$ cat src/rtl/idu_regfile.sv
// Integer register file with a per-register busy scoreboard: zero-latency reads with
// writeback bypass, and a stall signal raised while a source still waits on its producer.
module idu_regfile #(
    parameter int DATA_WIDTH     = 64,
    parameter int REG_ADDR_WIDTH = 5
) (
    input  logic                      clk,
    input  logic                      rst_n,
    input  logic [REG_ADDR_WIDTH-1:0] rs1_addr_i,
    input  logic [REG_ADDR_WIDTH-1:0] rs2_addr_i,
    input  logic                      use_rs1_i,
    input  logic                      use_rs2_i,
    output logic [DATA_WIDTH-1:0]     rs1_val_o,
    output logic [DATA_WIDTH-1:0]     rs2_val_o,
    input  logic                      wrtbck_en_i,
    input  logic [REG_ADDR_WIDTH-1:0] rd_i,
    input  logic [DATA_WIDTH-1:0]     wrtbck_val_i,
    input  logic                      issue_en_i,
    input  logic [REG_ADDR_WIDTH-1:0] issue_rd_i,
    output logic                      hazard_o,
    output logic                      wb_unexp_o
);

    localparam int NUM_REGS = 2 ** REG_ADDR_WIDTH;

    logic [DATA_WIDTH-1:0] regs [NUM_REGS];
    logic [NUM_REGS-1:0]   busy;
    logic [NUM_REGS-1:0]   busy_nxt;
    logic                  wb_write;
    logic                  rs1_hit;
    logic                  rs2_hit;
    logic                  rs1_pending;
    logic                  rs2_pending;
    logic                  issue_set;

    assign wb_write = wrtbck_en_i && (rd_i != '0);
    assign rs1_hit  = wb_write && (rd_i == rs1_addr_i);
    assign rs2_hit  = wb_write && (rd_i == rs2_addr_i);

    // A writeback landing this cycle resolves the dependency, so it masks the busy bit.
    assign rs1_pending = busy[rs1_addr_i] && !(wrtbck_en_i && (rd_i == rs1_addr_i));
    assign rs2_pending = busy[rs2_addr_i] && !(wrtbck_en_i && (rd_i == rs2_addr_i));

    assign hazard_o   = rst_n && ((use_rs1_i && rs1_pending) || (use_rs2_i && rs2_pending));
    assign wb_unexp_o = rst_n && wb_write && !busy[rd_i];
    assign issue_set  = issue_en_i && (issue_rd_i != '0) && !hazard_o;

    always_comb begin
        rs1_val_o = '0;
        rs2_val_o = '0;
        if (rst_n) begin
            if (rs1_hit)
                rs1_val_o = wrtbck_val_i;
            else if (rs1_addr_i != '0)
                rs1_val_o = regs[rs1_addr_i];
            if (rs2_hit)
                rs2_val_o = wrtbck_val_i;
            else if (rs2_addr_i != '0)
                rs2_val_o = regs[rs2_addr_i];
        end
    end

    // Clear is applied before set so a new producer issued on the same edge keeps the bit.
    always_comb begin
        busy_nxt = busy;
        if (wrtbck_en_i)
            busy_nxt[rd_i] = 1'b0;
        if (issue_set)
            busy_nxt[issue_rd_i] = 1'b1;
        busy_nxt[0] = 1'b0;
    end

    always_ff @(posedge clk or negedge rst_n) begin
        if (!rst_n)
            busy <= '0;
        else
            busy <= busy_nxt;
    end

    always_ff @(posedge clk or negedge rst_n) begin
        if (!rst_n) begin
            for (int i = 0; i < NUM_REGS; i++)
                regs[i] <= '0;
        end else if (wb_write) begin
            regs[rd_i] <= wrtbck_val_i;
        end
    end

endmodule
$ cat config.mk
export PLATFORM = sky130hd
export DESIGN_NAME = idu_regfile
export DESIGN_NICKNAME = d
export VERILOG_FILES = /design/src/rtl/idu_regfile.sv
export SDC_FILE = /design/constraint.sdc
export NUM_CORES = 2
export LEC_CHECK = 0
export ABC_AREA = 0
export CAP_MARGIN = 40
export CORE_MARGIN = 5
export CORE_UTILIZATION = 45
export CTS_CLUSTER_SIZE = 14
export DETAILED_ROUTE_END_ITERATION = 7
export PLACE_DENSITY = 0.57
export SLEW_MARGIN = 30
export SYNTH_ARGS = -nofsm -noshare
export SYNTH_HDL_FRONTEND = slang
export SYNTH_SLANG_ARGS = --single-unit
$ cat constraint.sdc
create_clock -name clk -period 5.8 [get_ports clk]
set_clock_uncertainty 0.15 [all_clocks]
set_input_delay 1.45 -clock clk [delete_from_list [all_inputs] [get_ports clk]]
set_output_delay 1.45 -clock clk [all_outputs]
set_load 0.01 [all_outputs]
==> summary by stage <==
Status
The flow ran to the end, but the final reports show violations. The final reports fail on design-rule violations.

GRT
The largest net degree at the start of global routing is 188. The combined global-route utilization of all metal layers is 28.6%. The initial antenna violation count is 9. The first global-routing pass estimated 544 mm of wire. The via count of the first global-routing pass is 74,600. After global routing the overflow that remains totals 0.

Die
Row generation in the floorplan step produced 183 rows. The floorplan step defined a die boundary enclosing 0.258 sq mm. In this run the vertical extent of the chip is 508 microns.

220 I/O pins were placed. The floorplan step defined a core boundary enclosing 0.248 sq mm. The initial standard-cell utilization of the core is 45.1%. Measured along the x axis, the die boundary spans 508 microns.

Setup path
The cell count of the worst reg-to-reg path is 6. The critical-path cell with the highest stage delay is sky130_fd_sc_hd__clkdlybuf4s50_1. Of all nets on the critical path, the largest fanout is 12. Walking the worst path, the cells encountered are clkdlybuf4s50_1 -> nor3_2 -> nor3b_4 -> nor4_4 -> buf_12 -> or2_4 -> buf_12 -> o31ai_1 -> and2_1 -> clkdlybuf4s50_1. Across all register-to-register paths, the minimum setup slack is 3170 ps. By startpoint and endpoint, the worst setup path is classified as in -> out. At the worst endpoint, the required time is 4200 ps.

The arrival time at the worst endpoint is 4190 ps. The worst setup path is captured at an output port. For this run, the slowest stage of the critical path takes 540 ps. The sort of element at the start of the critical path is an input pin. In this run the worst setup path begins at rd_i[2]. The endpoint identified for the worst register-to-register timing path is busy[18]. The most critical setup path has its endpoint at rs2_val_o[41].

In this run the critical register-to-register path is launched from busy[8].

Layout
The count of cells in the finished layout, fillers not included, comes to 11,000. The fraction of layout cells with a size suffix above 1 is 55.3%. After the last flow step, the layout net total stands at 7,541.

The area of all placed cells without fillers is 0.130 sq mm. The final cell utilization of the core is 52.3%. The synthesis-to-layout area growth is 16.1%.

Power and ir drop
The overall power after layout is 43,900 uW. For this design the static power due to leakage is 0.0571 uW. The highest ir drop seen on vdd is 0.000310 V. The power density over cell area is 338 mW/mm^2.

Routing
Wires add up to 370 mm. The total number of vias is 71,000. The per-cell routed wire length is 33.8 microns. The routed via count divided by cell count is 6.47. The number of detailed-routing iterations run before antenna repair is 7. The detail route stage leaves a number of antenna-violating nets equal to 0. After detailed routing, the number of remaining DRC violations is 2. The violation count after the first detailed-route iteration is 5,928.

CTS
In this run the clock root is driven by a sky130_fd_sc_hd__clkbuf_16. The number of sinks handled by clock tree synthesis is 2,079. After clock tree synthesis, the clock-pin slew on the worst setup and hold paths is 60 ps. The H-tree generated during clock tree synthesis spans 4 levels. TritonCTS built the clock tree. The buffer depth of the longest clock path is 3.

The number of buffers created by CTS is 229. The clock latency on the worst-skew pair is 880 ps.

STA
Setup repair after global routing could not meet its margin everywhere. The fmax is 173 MHz. The minimum setup slack in the final design is 5.98 ps. The transition time at the pin with the least slew margin is 880 ps. The number of hold violations in the final report is 0. Dividing the final minimum period by the clock period gives 99.9%.

The setup-violating endpoint count in the final report is 0. Counting I/O delays and the setup requirement, the final critical path takes 5790 ps. The normalized max-slew margin is 41.3%. The number of max-slew violations in the final report is 0.

Synthesis
The post-synthesis instance area is 0.112 sq mm. The async set-or-reset flop fraction in the synthesized netlist is 100%. The synthesized flop and latch total is 2,079. The post-synthesis cell count is 7,272. Counting every net in the synthesized netlist gives 7,362. The primary flip-flop cell chosen by synthesis mapping is sky130_fd_sc_hd__dfrtp_1. The synthesized design contains 0 enable-type register cells.

The number of different library cells used by synthesis comes to 57. In this run the mean area of a mapped cell was 15.4 sq um. The count of yosys warnings during synthesis is 0. The sequential element share of the synthesized area is 46.5%.

Place
Prior to clock tree synthesis, the placed netlist has a worst setup slack of -469 ps. After legalization and detailed placement, the total HPWL measured 221 mm. Counting tap cells, the placed design contains a total of 10,500 instances. The number of buffers inserted by port buffering is 219.

The instance area at placement is 0.121 sq mm. Routability-driven placement finished with a final weighted congestion of 0.813.

Worst hold path
The path class of the tightest hold or removal check is reg -> reg. Counting instances, the worst hold path has a depth of 0.

Job
Across the run, the number of max-cap violations was 0.
-- cells by family (layout without fill, tap and decap cells) --
family | Yosys count | count (layout) | share of synthesized area (%)
AOI/OAI and AO/OA | 501 | 501 | 3.14
muxes | 3448 | 3448 | 45.4
and+or+nand+nor | 323 | 323 | 1.28
DFF | 2079 | 2079 | 46.5
other | 0 | 3 | 0
xor gates and xnor gates | 10 | 10 | 0.0784
buffers and inverters | 911 | 1282 | 3.53
-- flip-flops by register name, indices dropped and copies added (netlist names) --
signal  cells
busy       31
regs     2048
-- repair_timing --
action                                  in CTS  in global routing
hold buffers                                 0                  0
endpoints found under the setup margin     109                 85
buffers inserted                             9                  0
gates resized for setup                     66                 87
cloned                                       2                  1
pin swaps                                    5                  2
-- per-layer routing --
metal | routed length (microns) | global-route usage [%]
met1 | 157000 | 39.5
met2 | 180000 | 46.9
met3 | 20200 | 4.39
met4 | 13500 | 9.40
met5 | 12 | 0
-- layout make-up --
cell class / count / area (sq um)
fill: 20400 / 118000
multi-input combinational: 4282 / 56200
sequential: 2079 / 52000
timing repair buffer: 821 / 9440
clock buffer: 340 / 6730
tap: 3330 / 4170
clock inverter: 83 / 1040
inverter: 38 / 153
antenna: 3 / 7.51
-- synth_stat cells (13+ instances only) --
library cell / number / share of area [%]
sky130_fd_sc_hd__a221oi_1: 30 / 0.24
sky130_fd_sc_hd__a32o_1: 31 / 0.28
sky130_fd_sc_hd__dfrtp_1: 2079 / 47
sky130_fd_sc_hd__buf_2: 170 / 0.76
sky130_fd_sc_hd__o21ai_0: 25 / 0.11
sky130_fd_sc_hd__nor2_1: 32 / 0.11
sky130_fd_sc_hd__a22oi_1: 26 / 0.17
sky130_fd_sc_hd__a221o_1: 18 / 0.16
sky130_fd_sc_hd__nor2b_1: 18 / 0.10
sky130_fd_sc_hd__a211o_1: 30 / 0.24
sky130_fd_sc_hd__and2_1: 16 / 0.090
sky130_fd_sc_hd__buf_1: 91 / 0.31
sky130_fd_sc_hd__o31ai_1: 13 / 0.087
sky130_fd_sc_hd__nand2_1: 198 / 0.66
sky130_fd_sc_hd__mux2_2: 2086 / 21
sky130_fd_sc_hd__inv_1: 36 / 0.12
sky130_fd_sc_hd__o221ai_1: 36 / 0.28
sky130_fd_sc_hd__mux4_2: 1091 / 22
sky130_fd_sc_hd__o21ai_1: 74 / 0.33
sky130_fd_sc_hd__mux2i_1: 270 / 2.4
sky130_fd_sc_hd__buf_4: 51 / 0.34
sky130_fd_sc_hd__a21boi_1: 13 / 0.087
sky130_fd_sc_hd__clkbuf_1: 544 / 1.8
sky130_fd_sc_hd__a21oi_1: 87 / 0.39
sky130_fd_sc_hd__a211oi_1: 44 / 0.30
sky130_fd_sc_hd__o22ai_1: 39 / 0.22
sky130_fd_sc_hd__nand3_1: 27 / 0.12
sky130_fd_sc_hd__buf_6: 17 / 0.17
-- report_power, final --
part,internal (uW),switching [uW]
clock,8810,6270
sequential,17300,2050
combinational,5880,3610
-- worst min path at each step --
stage / start / endpoint / slack [ps]
floorplan: regs[2002] / regs[2002] / 280
global placement: regs[2002] / regs[2002] / 220
detailed placement: regs[2002] / regs[2002] / 220
CTS: rst_n / regs[1416] / 220
global route: rst_n / regs[1416] / 240
finish: regs[2002] / regs[2002] / 230
-- layout by cell type, fill, tap and decap left out, drive strengths merged, types with 31 or more instances in the layout --
master	count
mux2i	270
clkbuf	342
dlygate4sd2	32
o221ai	36
clkdlybuf4s50	95
a32o	31
inv	46
nand2	198
dlymetal6s2s	79
o22ai	39
clkinv	54
a21oi	87
a211oi	44
mux4	1091
o21ai	99
mux2	2087
buf	609
nor2	32
dfrtp	2079
-- through the flow --
| stage | hold slack [ps] | TNS (ps) |
|---|---|---|
| CTS | 223 | -2.41 |
| global route | 241 | -277 |
| finish | 234 | 0 |
| global placement | 221 | -8250 |
| detailed placement | 219 | -10270 |
| floorplan | 278 | 0 |
-- worst max-delay path: cells and delay by family --
family	cells	cell delay [ps]
buffers and inverters	4	1340
AND/OR/NAND/NOR	5	1080
AO/OA/AOI/OAI	1	300
No activity file was read; power rests on OpenSTA's default activity.
